[config.mk]
export PLATFORM = sky130hd
export DESIGN_NAME = branch_ctrl_flat
export DESIGN_NICKNAME = d
export VERILOG_FILES = /design/src/rtl/branch_ctrl_pkg.sv /design/src/rtl/branch_ctrl_if.sv /design/src/rtl/branch_ctrl_bht.sv /design/src/rtl/branch_ctrl.sv /design/src/flat_wrapper.sv
export SDC_FILE = /design/constraint.sdc
export NUM_CORES = 1
export LEC_CHECK = 0
export ABC_AREA = 1
export BUFFER_PORTS_ARGS = -buffer_cell sky130_fd_sc_hd__buf_2
export CORE_MARGIN = 2
export CORE_UTILIZATION = 45
export DETAILED_ROUTE_END_ITERATION = 7
export PLACE_DENSITY = 0.66
export SLEW_MARGIN = 20
export SYNTH_ARGS = -nofsm -noshare
export SYNTH_HDL_FRONTEND = slang
export SYNTH_HIERARCHICAL = 1
export SYNTH_SLANG_ARGS = --single-unit
[constraint.sdc]
create_clock -name clock -period 3.9 [get_ports clock]
set_input_delay 0.195 -clock clock [delete_from_list [all_inputs] [get_ports clock]]
set_output_delay 0.195 -clock clock [all_outputs]
set_load 0.02 [all_outputs]
[src/rtl/branch_ctrl_pkg.sv]
// Shared types for the branch controller: FSM states, one-hot op decode,
// captured-branch and resolve-result structs, BHT reset value, resolve helper.
package branch_ctrl_pkg;

  typedef enum logic [1:0] {IDLE, RESOLVE, REDIRECT, FLUSH} branch_ctrl_state_type;

  // Field order matches the one-hot bus {bgeu,bltu,bge,blt,bne,beq}; beq is bit 0.
  typedef struct packed {
    logic bgeu;
    logic bltu;
    logic bge;
    logic blt;
    logic bne;
    logic beq;
  } bcu_op_type;

  typedef struct packed {
    bcu_op_type  op;
    logic [31:0] pc;
    logic [31:0] imm;
    logic [31:0] rs1;
    logic [31:0] rs2;
    logic        pred;
  } branch_ctrl_in_type;

  typedef struct packed {
    logic        taken;
    logic [31:0] target;
  } branch_ctrl_out_type;

  localparam logic [1:0] BHT_INIT = 2'b01;

  function automatic branch_ctrl_out_type bcu_resolve(input branch_ctrl_in_type r);
    branch_ctrl_out_type o;
    logic t;
    t = 1'b0;
    if (r.op.beq)       t = (r.rs1 == r.rs2);
    else if (r.op.bne)  t = (r.rs1 != r.rs2);
    else if (r.op.blt)  t = ($signed(r.rs1) <  $signed(r.rs2));
    else if (r.op.bge)  t = ($signed(r.rs1) >= $signed(r.rs2));
    else if (r.op.bltu) t = (r.rs1 <  r.rs2);
    else if (r.op.bgeu) t = (r.rs1 >= r.rs2);
    o.taken  = t;
    o.target = t ? (r.pc + r.imm) : (r.pc + 32'd4);
    return o;
  endfunction

endpackage

[src/rtl/branch_ctrl_if.sv]
// Execute/fetch-facing bundle of the branch controller; slave = controller side.
interface branch_ctrl_if #(parameter int CNT_W = 32);
  logic             br_valid;
  logic             br_ready;
  logic [5:0]       br_op;
  logic [31:0]      br_pc;
  logic [31:0]      br_imm;
  logic [31:0]      rdata1;
  logic [31:0]      rdata2;
  logic             br_pred;
  logic             redirect_valid;
  logic             redirect_ready;
  logic [31:0]      redirect_pc;
  logic             flush;
  logic             resolve_done;
  logic [31:0]      fetch_pc;
  logic             fetch_pred;
  logic [CNT_W-1:0] cnt_branch;
  logic [CNT_W-1:0] cnt_mispred;

  modport master (
    output br_valid, br_op, br_pc, br_imm, rdata1, rdata2, br_pred, redirect_ready, fetch_pc,
    input  br_ready, redirect_valid, redirect_pc, flush, resolve_done, fetch_pred,
           cnt_branch, cnt_mispred
  );

  modport slave (
    input  br_valid, br_op, br_pc, br_imm, rdata1, rdata2, br_pred, redirect_ready, fetch_pc,
    output br_ready, redirect_valid, redirect_pc, flush, resolve_done, fetch_pred,
           cnt_branch, cnt_mispred
  );
endinterface

[src/rtl/branch_ctrl_bht.sv]
// Branch history table: 2^BHT_BITS two-bit saturating counters indexed by pc[BHT_BITS+1:2].
// Lookup is combinational and sees the pre-update value during an update cycle.
module bht_table
  import branch_ctrl_pkg::*;
#(
  parameter int BHT_BITS = 6
) (
  input  logic        clk_i,
  input  logic        rst_i,
  input  logic [31:0] lookup_pc_i,
  output logic        lookup_pred_o,
  input  logic        upd_en_i,
  input  logic [31:0] upd_pc_i,
  input  logic        upd_taken_i
);
  localparam int N = 1 << BHT_BITS;

  logic [N-1:0][1:0]    ctr_q;
  logic [BHT_BITS-1:0]  lidx, uidx;
  logic                 unused_pc_bits;

  assign lidx           = lookup_pc_i[BHT_BITS+1:2];
  assign uidx           = upd_pc_i[BHT_BITS+1:2];
  assign lookup_pred_o  = ctr_q[lidx][1];
  assign unused_pc_bits = ^{lookup_pc_i[31:BHT_BITS+2], lookup_pc_i[1:0],
                            upd_pc_i[31:BHT_BITS+2], upd_pc_i[1:0]};

  always_ff @(posedge clk_i) begin
    if (rst_i) begin
      ctr_q <= {N{BHT_INIT}};
    end else if (upd_en_i) begin
      if (upd_taken_i && ctr_q[uidx] != 2'b11)
        ctr_q[uidx] <= ctr_q[uidx] + 2'd1;
      else if (!upd_taken_i && ctr_q[uidx] != 2'b00)
        ctr_q[uidx] <= ctr_q[uidx] - 2'd1;
    end
  end
endmodule

[src/rtl/branch_ctrl.sv]
// Branch resolution controller: accept -> resolve -> (redirect -> flush) -> done.
// Define BRANCH_CTRL_BHT_EN to host the 2-bit branch history table for fetch prediction.
module branch_ctrl
  import branch_ctrl_pkg::*;
#(
  parameter int FLUSH_CYCLES = 2,
  parameter int CNT_W        = 32,
  parameter int BHT_BITS     = 6
) (
  input logic         clock,
  input logic         reset,
  branch_ctrl_if.slave bus
);
  localparam int FC_W = (FLUSH_CYCLES < 2) ? 1 : $clog2(FLUSH_CYCLES);

  branch_ctrl_state_type state_q, state_d;
  branch_ctrl_in_type    req_q, req_d;
  branch_ctrl_out_type   res;
  logic                  redirect_valid_q, redirect_valid_d;
  logic                  flush_q, flush_d;
  logic                  resolve_done_q, resolve_done_d;
  logic [31:0]           redirect_pc_q, redirect_pc_d;
  logic [FC_W-1:0]       fcnt_q, fcnt_d;
  logic [CNT_W-1:0]      cnt_branch_q, cnt_branch_d;
  logic [CNT_W-1:0]      cnt_mispred_q, cnt_mispred_d;

  assign res = bcu_resolve(req_q);

  always_ff @(posedge clock) begin
    if (reset) begin
      state_q          <= IDLE;
      req_q            <= '0;
      redirect_valid_q <= 1'b0;
      flush_q          <= 1'b0;
      resolve_done_q   <= 1'b0;
      redirect_pc_q    <= '0;
      fcnt_q           <= '0;
      cnt_branch_q     <= '0;
      cnt_mispred_q    <= '0;
    end else begin
      state_q          <= state_d;
      req_q            <= req_d;
      redirect_valid_q <= redirect_valid_d;
      flush_q          <= flush_d;
      resolve_done_q   <= resolve_done_d;
      redirect_pc_q    <= redirect_pc_d;
      fcnt_q           <= fcnt_d;
      cnt_branch_q     <= cnt_branch_d;
      cnt_mispred_q    <= cnt_mispred_d;
    end
  end

  // Output registers are loaded with the value they must show in the next state.
  always_comb begin
    state_d          = state_q;
    req_d            = req_q;
    redirect_valid_d = 1'b0;
    flush_d          = 1'b0;
    resolve_done_d   = 1'b0;
    redirect_pc_d    = redirect_pc_q;
    fcnt_d           = fcnt_q;
    cnt_branch_d     = cnt_branch_q;
    cnt_mispred_d    = cnt_mispred_q;
    case (state_q)
      IDLE: begin
        if (bus.br_valid) begin
          req_d.op   = bcu_op_type'(bus.br_op);
          req_d.pc   = bus.br_pc;
          req_d.imm  = bus.br_imm;
          req_d.rs1  = bus.rdata1;
          req_d.rs2  = bus.rdata2;
          req_d.pred = bus.br_pred;
          state_d    = RESOLVE;
        end
      end
      RESOLVE: begin
        cnt_branch_d = cnt_branch_q + CNT_W'(1);
        if (res.taken != req_q.pred) begin
          cnt_mispred_d    = cnt_mispred_q + CNT_W'(1);
          redirect_pc_d    = res.target;
          redirect_valid_d = 1'b1;
          state_d          = REDIRECT;
        end else begin
          resolve_done_d = 1'b1;
          state_d        = IDLE;
        end
      end
      REDIRECT: begin
        if (bus.redirect_ready) begin
          flush_d = 1'b1;
          fcnt_d  = '0;
          state_d = FLUSH;
        end else begin
          redirect_valid_d = 1'b1;
        end
      end
      FLUSH: begin
        if (fcnt_q == FC_W'(FLUSH_CYCLES - 1)) begin
          resolve_done_d = 1'b1;
          state_d        = IDLE;
        end else begin
          flush_d = 1'b1;
          fcnt_d  = fcnt_q + FC_W'(1);
        end
      end
      default: state_d = IDLE;
    endcase
  end

  assign bus.br_ready       = (state_q == IDLE);
  assign bus.redirect_valid = redirect_valid_q;
  assign bus.redirect_pc    = redirect_pc_q;
  assign bus.flush          = flush_q;
  assign bus.resolve_done   = resolve_done_q;
  assign bus.cnt_branch     = cnt_branch_q;
  assign bus.cnt_mispred    = cnt_mispred_q;

`ifdef BRANCH_CTRL_BHT_EN
  bht_table #(.BHT_BITS(BHT_BITS)) u_bht (
    .clk_i        (clock),
    .rst_i        (reset),
    .lookup_pc_i  (bus.fetch_pc),
    .lookup_pred_o(bus.fetch_pred),
    .upd_en_i     (state_q == RESOLVE),
    .upd_pc_i     (req_q.pc),
    .upd_taken_i  (res.taken)
  );
`else
  logic unused_fetch;
  assign unused_fetch   = ^{bus.fetch_pc, BHT_BITS[0]};
  assign bus.fetch_pred = 1'b0;
`endif
endmodule
[src/flat_wrapper.sv]
// flat-port wrapper written by rule: the top's interface ports become plain ports
module branch_ctrl_flat import branch_ctrl_pkg::*;
#(
  parameter int FLUSH_CYCLES = 2,
  parameter int CNT_W        = 32,
  parameter int BHT_BITS     = 6
)
  (clock, reset, bus_br_valid, bus_br_op, bus_br_pc, bus_br_imm, bus_rdata1, bus_rdata2, bus_br_pred, bus_redirect_ready, bus_fetch_pc, bus_br_ready, bus_redirect_valid, bus_redirect_pc, bus_flush, bus_resolve_done, bus_fetch_pred, bus_cnt_branch, bus_cnt_mispred);
  branch_ctrl_if #(.CNT_W(CNT_W)) bus_i ();
  input logic clock;
  input logic reset;
  input wire logic [$bits(bus_i.br_valid)-1:0] bus_br_valid;
  input wire logic [$bits(bus_i.br_op)-1:0] bus_br_op;
  input wire logic [$bits(bus_i.br_pc)-1:0] bus_br_pc;
  input wire logic [$bits(bus_i.br_imm)-1:0] bus_br_imm;
  input wire logic [$bits(bus_i.rdata1)-1:0] bus_rdata1;
  input wire logic [$bits(bus_i.rdata2)-1:0] bus_rdata2;
  input wire logic [$bits(bus_i.br_pred)-1:0] bus_br_pred;
  input wire logic [$bits(bus_i.redirect_ready)-1:0] bus_redirect_ready;
  input wire logic [$bits(bus_i.fetch_pc)-1:0] bus_fetch_pc;
  output wire logic [$bits(bus_i.br_ready)-1:0] bus_br_ready;
  output wire logic [$bits(bus_i.redirect_valid)-1:0] bus_redirect_valid;
  output wire logic [$bits(bus_i.redirect_pc)-1:0] bus_redirect_pc;
  output wire logic [$bits(bus_i.flush)-1:0] bus_flush;
  output wire logic [$bits(bus_i.resolve_done)-1:0] bus_resolve_done;
  output wire logic [$bits(bus_i.fetch_pred)-1:0] bus_fetch_pred;
  output wire logic [$bits(bus_i.cnt_branch)-1:0] bus_cnt_branch;
  output wire logic [$bits(bus_i.cnt_mispred)-1:0] bus_cnt_mispred;
  assign bus_i.br_valid = bus_br_valid;
  assign bus_i.br_op = bus_br_op;
  assign bus_i.br_pc = bus_br_pc;
  assign bus_i.br_imm = bus_br_imm;
  assign bus_i.rdata1 = bus_rdata1;
  assign bus_i.rdata2 = bus_rdata2;
  assign bus_i.br_pred = bus_br_pred;
  assign bus_i.redirect_ready = bus_redirect_ready;
  assign bus_i.fetch_pc = bus_fetch_pc;
  assign bus_br_ready = bus_i.br_ready;
  assign bus_redirect_valid = bus_i.redirect_valid;
  assign bus_redirect_pc = bus_i.redirect_pc;
  assign bus_flush = bus_i.flush;
  assign bus_resolve_done = bus_i.resolve_done;
  assign bus_fetch_pred = bus_i.fetch_pred;
  assign bus_cnt_branch = bus_i.cnt_branch;
  assign bus_cnt_mispred = bus_i.cnt_mispred;
  branch_ctrl #(.FLUSH_CYCLES(FLUSH_CYCLES), .CNT_W(CNT_W), .BHT_BITS(BHT_BITS)) u_core (.clock(clock), .reset(reset), .bus(bus_i));
endmodule
Yosys cells after proc, flatten, opt, wreduce, memory -nomap -nowiden:

Index checks and enable logic that the tools add are counted.

* bits in registers: 237
* latch bits: 0
* bits in writable memories: 0
* bits in read-only memories: 0
* output and inout port bits: 101
* memories kept: 0

* add/subtract/negate cells: 5
* multipliers: 0
* div/mod/pow operators: 0
* magnitude comparators: 4
* equal/unequal tests: 9
* shifts and indexed selects: 0
* mux-type cells: 24
* bitwise operators: 0
* reduce and logical (&&, ||, !) cells: 6

Operators by type and width (number)
* adder 32 x 1 -> 32 bit, second input constant: 2
* greater-or-equal comparator 32 bit: 2
* < comparator 32 bit: 2
* adder 32 x 3 -> 32 bit, second input constant: 1
* adder 32 bit: 1
* equality test 32 bit: 1
* two-way mux 32 bit: 1
* inequality test 32 bit: 1
* two-way mux 1 bit: 14
* two-way mux 2 bit: 4
* case mux 1 bit (2 select lines): 4
* case mux 2 bit (4 select lines): 1
* AND reduction 2 bit: 3
* equality test 2 bit, second input constant: 2
* inequality test 2 bit, second input constant: 2
* AND reduction 3 bit: 1
* equality test 2 x 1 -> 1 bit, second input constant: 1
* zero test 2 bit: 1
* inequality test 2 x 1 -> 1 bit, second input constant: 1
* nonzero test 2 bit: 1
* adder 1 bit, second input constant: 1
* inequality test 1 bit: 1

Longest topological paths before layout:

Gate-level depths: netlist (run 1).

* word-level depth: 10
* mapped depth: 27

Least setup slack after synthesis (run 1):

Ideal clock, no wire load.

* kind: register to register
* from: register u_core.cnt_branch_q[0] (netlist: u_core/bus.cnt_branch[0])
* to: register u_core.cnt_branch_q[24] (netlist: u_core/bus.cnt_branch[24])
* library setup time: 0.115 ns
* arrival: 2.226 ns
* required time: 3.785 ns
* setup slack: 1.559 ns
* cell stages (with the launch flop): 14
* clock period less this slack: 2.341 ns
* cells stage by stage: dfxtp_1 ha_1 nand3_1 nor2_2 nand2_1 nor2_1 nand2_1 nor3b_2 nand2_1 nor4_2 nand2_1 nor3b_2 a21oi_1 o21a_1

* longest elaborated chain between the ends: 1

Ends and longest elaborated chain
* from (decl): line branch_ctrl.sv:24 `logic [CNT_W-1:0] cnt_branch_q, cnt_branch_d;`
* from (signal assigned): line branch_ctrl.sv:48 `cnt_branch_q <= cnt_branch_d;`
* adder 32 x 1 -> 32 bit: line branch_ctrl.sv:77 `cnt_branch_d = cnt_branch_q + CNT_W'(1);`

No other way between the ends.
A chain may end at the register's enable or synchronous reset.

Final worst setup path (run 1):

* from: register u_core/req_q[16] (netlist bit)
* to: register u_core.redirect_pc_q[1] (netlist: u_core/bus.redirect_pc[1])

* longest elaborated chain between the ends: 9

Ends and longest elaborated chain
* from (decl): line branch_ctrl.sv:17 `branch_ctrl_in_type req_q, req_d;`
* from (signal assigned): line branch_ctrl.sv:42 `req_q <= req_d;`
* greater-or-equal comparator 32 bit: line branch_ctrl_pkg.sv:42 `else if (r.op.bgeu) t = (r.rs1 >= r.rs2);`
* two-way mux 1 bit: line branch_ctrl_pkg.sv:42
* two-way mux 1 bit: line branch_ctrl_pkg.sv:41 `else if (r.op.bltu) t = (r.rs1 < r.rs2);`
* two-way mux 1 bit: line branch_ctrl_pkg.sv:40 `else if (r.op.bge) t = ($signed(r.rs1) >= $signed(r.rs2));`
* two-way mux 1 bit: line branch_ctrl_pkg.sv:39 `else if (r.op.blt) t = ($signed(r.rs1) < $signed(r.rs2));`
* two-way mux 1 bit: line branch_ctrl_pkg.sv:38 `else if (r.op.bne) t = (r.rs1 != r.rs2);`
* two-way mux 1 bit *: line branch_ctrl_pkg.sv:37 `if (r.op.beq) t = (r.rs1 == r.rs2);`
* inequality test 1 bit: line branch_ctrl.sv:78 `if (res.taken != req_q.pred) begin`
* AND reduction 2 bit (no source line)
* to (signal assigned): line branch_ctrl.sv:46 `redirect_pc_q <= redirect_pc_d;`
* to (decl): line branch_ctrl.sv:22 `logic [31:0] redirect_pc_q, redirect_pc_d;`

Every way passes the cells marked *; elsewhere a longest branch is shown, timed or not.

==> results of run 1 <==
-- worst min path at each step --
stage | end | depth (start not counted)
CTS | u_core/req_q[87] | 3
finish | u_core/req_q[88] | 3
floorplan | u_core/req_q[100] | 2
global route | u_core/req_q[88] | 3
detailed placement | u_core/req_q[48] | 3
global placement | u_core/req_q[53] | 3
-- cell usage after synthesis (all sizes together) --
cell,count,area (um^2)
o21bai,5,37.54
o221a,1,11.26
o21a,10,75.07
xor2,67,586.8
o211ai,1,7.510
dfxtp,237,4745
nand3b,10,75.07
and2,1,6.260
a21o,4,30.03
a21oi,149,749.5
o2111ai,1,8.760
inv,180,675.7
nor3b,4,40.03
nand2,354,1346
clkinv,3,11.26
a2111oi,1,8.760
o21ai,176,884.6
buf,26,170.2
conb,1,3.750
xnor2,24,210.2
nand4,50,319.1
a221oi,4,35.03
a31oi,5,31.28
a211oi,2,15.01
or2,1,6.260
ha,70,875.8
nor3,40,249.0
nand3,72,407.9
nor4,13,93.84
o31ai,1,7.510
fa,1,20.02
clkbuf,59,221.5
and3,1,6.260
nor2,336,1306
-- placed cells by master (no fill, tap or decap), types with 11 or more instances in the layout --
cell	synthesis	routed
a21oi_1	148	148
ha_1	70	69
nor3_1	34	34
xor2_1	67	67
xnor2_1	24	24
nand2_1	349	348
inv_1	177	177
dlygate4sd3_1	0	130
nor4_1	11	11
nor2_1	326	326
buf_4	5	13
o21ai_0	171	171
dfxtp_1	237	237
nand3_1	64	64
clkbuf_16	0	27
buf_2	13	238
nand4_1	49	49
-- area by class of cell --
type	instances	area, um^2
Fill cell	2757	11960
Multi-Input combinational cell	1405	7465
Sequential cell	237	4745
Timing Repair Buffer	382	2610
Clock buffer	36	779.5
Inverter	183	689.4
Tap cell	384	480.5
Clock inverter	13	128.9
Antenna cell	1	2.502
-- repair_timing --
| action | CTS | global route |
|---|---|---|
| hold buffers | 130 | 0 |
| endpoints found under the setup margin | 0 | 0 |
| resized for setup | 0 | 0 |
| hold endpoints to repair | 132 | 0 |
-- worst max-delay path: stages, from the launching register on --
cell and delay, ns:
dfxtp_1 0.31, inv_1 0.05, ha_1 0.30, a21oi_1 0.15, o21ai_0 0.09, a21oi_1 0.14, nand2_1 0.11, nand2_1 0.13
nand3b_1 0.11, nand3_1 0.10, nand2_1 0.06, inv_2 0.04, nand2_1 0.08, nand2_4 0.24, nand2_2 0.36, inv_2 0.43
nand2_1 0.08, o21ai_1 0.24, nor2_1 0.08, nor2_1 0.10
-- where the power goes --
group | switching (mW) | internal (mW)
Sequential | 0.400 | 3.00
Combinational | 3.07 | 1.54
Clock | 1.04 | 1.53
Total | 4.52 | 6.07
-- stage by stage --
step	power, mW	setup slack (ns)	cell area (um^2)	hold slack [ns]	util, %
floorplan	6.702	1.559	13280	0.3617	-
global placement	7.797	0.7075	14690	0.4429	50.90
detailed placement	7.868	0.6397	14690	0.4520	50.90
CTS	10.58	0.6048	16900	0.003780	58.55
global route	11.40	0.2141	16900	0.02425	58.56
finish	10.59	0.6037	16900	0.01107	58.56
-- layer usage --
| metal | global-route usage, % | vias to the layer above | share of wire, % |
|---|---|---|---|
| li1 | - | 6903 | - |
| met1 | 34.08 | 6118 | 46 |
| met2 | 41.58 | 390 | 45 |
| met3 | 4.177 | 63 | 6.0 |
| met4 | 6.680 | 0 | 2.6 |
| met5 | 0 | - | 0 |
-- flip-flops by register name, summed over array words and instances (netlist names), 32 cells and up, named ones only --
signal	count
u_core/bus.cnt_mispred	32
u_core/req_q	135
u_core/bus.redirect_pc	32
u_core/bus.cnt_branch	32
-- kinds of logic after synthesis --
| family | after synthesis | synth area share (%) |
|---|---|---|
| other | 1 | 0.02824 |
| flip-flops | 237 | 35.73 |
| AO/OA/AOI/OAI | 360 | 14.32 |
| AND/OR/NAND/NOR | 882 | 29.04 |
| buffers and inverters | 268 | 8.123 |
| XOR/XNOR | 91 | 6.003 |
| adder cells (fa/ha/maj) | 71 | 6.747 |
==> impl_metrics.yaml, run 1 <==
critical_path:
  endpoint_kind: "flop"
  crit_fanout: 22
  worstSetupStartpoint: "u_core/req_q[16]"
  reg2reg_depth: 19
  setup.worst_path.end: "u_core/bus.redirect_pc[1]"
  worst_setup_path_start_kind: "flop"
  path_class: "flop to flop"
  r2r-end: "u_core/bus.redirect_pc[1]"
  r2r-start: "u_core/req_q[16]"
  arrival_ns: 3.77
  worstPathRequired_ns: 4.37
  rrSetupSlack_ns: 0.60
sta:
  report.final.slew_viol_count: 0
  skew_ns: 0.01466
  finalSetupTns_ns: 0
  setup_viol_count_final: 0
  tightest_slew_ns: 0.7298
  period_share_pct: 84.52
  max_slew_margin_pct: 51.35
  fin_crit_ns: 3.296
  fmax_mhz: 303.4
  hold_viol: 0
  rsz0062_at_grt: "no"
final_layout:
  final_cells: 2641
  nets: 2478
  drive_gt1_share_pct: 15.25
  area_delta_synth_final_pct: 27.28
die:
  die_y_um: 175.8
  pin_count: 272
  die_width_um: 175.8
  row_count: 62
  start_util_pct: 46.01
  dieArea_um2: 30900
  design.core.area_um2: 28860
synth:
  synth_area_per_cell_um2: 6.952
  ys_seq_area_share_pct: 35.73
  synth_area_um2: 13280
  synth.distinct_cells: 52
  synth_fp_nets: 2152
  synth-seq-cells: 237
  synth_warnings: 6
  postSynthCellCount: 1910
clocking:
  cts_setup_buffers: 0
  cts_root_buffer: "clkbuf_16"
  clk_latency_ns: 0.54
  clk_path_buf_depth: 3
  clkTransAtPathRegs_ns: 0.06
  clkSinkCount: 237
  h-tree-depth: 1
  tritoncts: "built"
  cts-buffers-inserted: 27
routing:
  drcViolationCount: 0
  drtIter0Drc: 960
  postRouteAntennaNets: 0
  vias: 13470
  vias_per_cell: 5.102
  route.final.wire_length_mm: 39.82
  drt_first_pass_iters: 5
  avgRoutedWirePerCell_um: 15.08
grt:
  antenna_found_initial: 1
  grt_pass1_vias: 12780
  grt_max_degree: 80
  groute.usage.overall_pct: 25.17
  grt_pass1_wl_mm: 64.29
  grt.overflow.total: 0
placement:
  place_inst: 2461
  dpl.hpwl_mm: 27.72
  gp_congestion: 0.9234
  io_buffers: 238
job:
  drv_cap: 0
run_status:
  outcome: "finished, final reports clean"
min_path:
  hp-class: "primary input to flop"
  hp-start: "bus_br_imm[23]"
power:
  power.leakage_nw: 7.641
  ir_worst_vdd_v: 0.0004872
  powerDensity_nw_per_um2: 626.5
(Power assumes the default switching activity.)
==> run 2, diff against run 1 <==
--- a/config.mk
+++ b/config.mk
@@ -10,7 +10,7 @@
 export CORE_MARGIN = 2
 export CORE_UTILIZATION = 45
 export DETAILED_ROUTE_END_ITERATION = 7
-export PLACE_DENSITY = 0.66
+export PLACE_DENSITY = 0.68
 export SLEW_MARGIN = 20
 export SYNTH_ARGS = -nofsm -noshare
 export SYNTH_HDL_FRONTEND = slang
==> constraint.sdc (replaced) <==
create_clock -name clock -period 2.7 [get_ports clock]
set_input_delay 0.135 -clock clock [delete_from_list [all_inputs] [get_ports clock]]
set_output_delay 0.135 -clock clock [all_outputs]
set_load 0.02 [all_outputs]
==> impl_metrics.yaml, run 2 (synthesis results as in run 1) <==
run_status:
  outcome: "finished with violations"
  violations: "negative setup slack"
critical_path:
  cp_cell_sequence: "inv_1 > ha_1 > nand2_1 > nor2_4 > nand2_4 > inv_2 > a21oi_4 > nand3b_1 > nand3_2 > nand2_2 > inv_2 > nand2_2 > nand2_4 > nand2_8 > buf_12 > o21ai_1 > nor2_4 > nor2_1"
  arrival_ns: 3.26
  reg2reg_depth: 18
  crit_buf_inv: 4
  crit_fanout: 24
  r2r-start: "u_core/req_q[25]"
  worstSetupStartpoint: "u_core/req_q[25]"
  slowest_delay_ns: 0.41
  endpoint_kind: "flop"
  r2r-end: "u_core/bus.redirect_pc[2]"
  path_class: "flop to flop"
  slowest_stage: "o21ai_1"
  worst_setup_path_start_kind: "flop"
  cp_top_family: "simple AND/OR/NAND/NOR gates"
  rrSetupSlack_ns: -0.09
  worstPathRequired_ns: 3.17
sta:
  setup_viol_count_final: 40
  max_slew_margin_pct: 45.68
  layout_setup_ws_ns: -0.09199
  hold_viol: 0
  period_share_pct: 103.4
  whs_ns: 0.02875
  fmax_mhz: 358.2
  tightest_slew_ns: 0.8148
  skew_ns: 0.01588
  fin_crit_ns: 2.792
  rsz0062_at_grt: "yes"
  report.final.slew_viol_count: 0
clocking:
  clkSinkCount: 237
  cts-buffers-inserted: 27
  clk_latency_ns: 0.55
  clkTransAtPathRegs_ns: 0.07
  tritoncts: "built"
  h-tree-depth: 1
  cts_root_buffer: "clkbuf_16"
  clk_path_buf_depth: 3
grt:
  grt_max_degree: 68
  grtUsageMet3_pct: 4.199
  grtUsageMet1_pct: 36.23
  busiest_layer: "met2"
  groute.usage.overall_pct: 26.52
  grt_pass1_vias: 13160
  grt.overflow.total: 0
  antenna_found_initial: 1
  use_met2_pct: 43.32
  grt_pass1_wl_mm: 67.19
placement:
  io_buffers: 238
  dpl.hpwl_mm: 28.88
  gp_congestion: 0.9654
die:
  die_y_um: 175.8
  row_count: 62
  pin_count: 272
  die_width_um: 175.8
  design.core.area_um2: 28860
  dieArea_um2: 30900
  start_util_pct: 46.01
min_path:
  whs_path_depth: 3
  hold_end: "u_core/req_q[118]"
  hp-class: "primary input to flop"
  hp-start: "bus_br_pc[21]"
final_layout:
  postLayoutCoreUtil_pct: 63.86
  drive_gt1_share_pct: 24.45
  final_cell_mix: "nor2_1 (307), nand2_1 (299), buf_2 (238)"
  nets: 2539
  largest_register: "u_core/req_q"
  mostFrequentLayoutCell: "nor2_1"
  largest_reg_flops: 135
  area_delta_synth_final_pct: 38.80
routing:
  avgRoutedWirePerCell_um: 16.60
  vias: 14280
  postRouteAntennaNets: 0
  route.final.wire_length_mm: 44.84
  drt_first_pass_iters: 6
  vias_per_cell: 5.287
  drcViolationCount: 0
  drtIter0Drc: 1165
power:
  ir_worst_vdd_v: 0.0005539
  powerDensity_nw_per_um2: 957.6
  power.leakage_nw: 8.158
job:
  drv_cap: 0
[run 2: what timing repair did]
item,in CTS,in global routing
setup endpoints to repair,64,69
hold buffers,134,0
resized for setup,31,197
endpoints found under the hold margin,136,0
setup buffers,4,13
pin swaps,28,67
cloned,3,7
[run 2: how the worst max path moves through the flow]
stage / slack, ns / end / depth (start not counted)
floorplan: 0.36 / u_core/bus.cnt_branch[24] / 13
finish: -0.09 / u_core/bus.redirect_pc[2] / 18
global placement: -0.20 / u_core/bus.redirect_pc[5] / 20
CTS: 0.001 / u_core/bus.redirect_pc[20] / 22
detailed placement: -0.22 / u_core/bus.redirect_pc[5] / 20
global route: -0.23 / u_core/bus.cnt_mispred[6] / 20
[run 2: layout make-up]
type                            count  area [um^2]
Antenna cell                        2        5.005
Sequential cell                   237         4777
Clock buffer                       39        750.7
Clock inverter                      8        96.34
Fill cell                        2551        10430
Inverter                          183        696.9
Timing Repair Buffer              443         3329
Multi-Input combinational cell   1405         8293
Tap cell                          384        480.5
[run 2: through the flow]
step | setup slack (ns) | cell area, um^2 | power, mW | instances | setup TNS (ns)
after floorplan | 0.3594 | 13280 | 9.680 | 1910 | 0
after global placement | -0.2023 | 15030 | 11.75 | 2496 | -0.4557
after detailed placement | -0.2156 | 15030 | 11.86 | 2496 | -0.7727
after CTS | 0.001250 | 17470 | 16.05 | 2684 | 0
after global routing | -0.2307 | 18430 | 18.78 | 2700 | -10.61
final | -0.09199 | 18430 | 17.65 | 2701 | -1.893
[run 2: routing by layer]
layer,wire [um],vias to the layer above
li1,-,7026
met1,19670,6616
met2,20760,549
met3,3201,89
met4,1206,0
met5,0,-
[run 2: tightest hold or removal path: stages]
cell and delay, ns:
buf_2 0.07, o21ai_0 0.17, a21oi_1 0.16
[run 2: power breakdown]
part | switching [mW] | internal (mW)
logic | 5.55 | 3.56
registers | 0.606 | 4.35
clock network | 1.47 | 2.11
total | 7.63 | 10.0
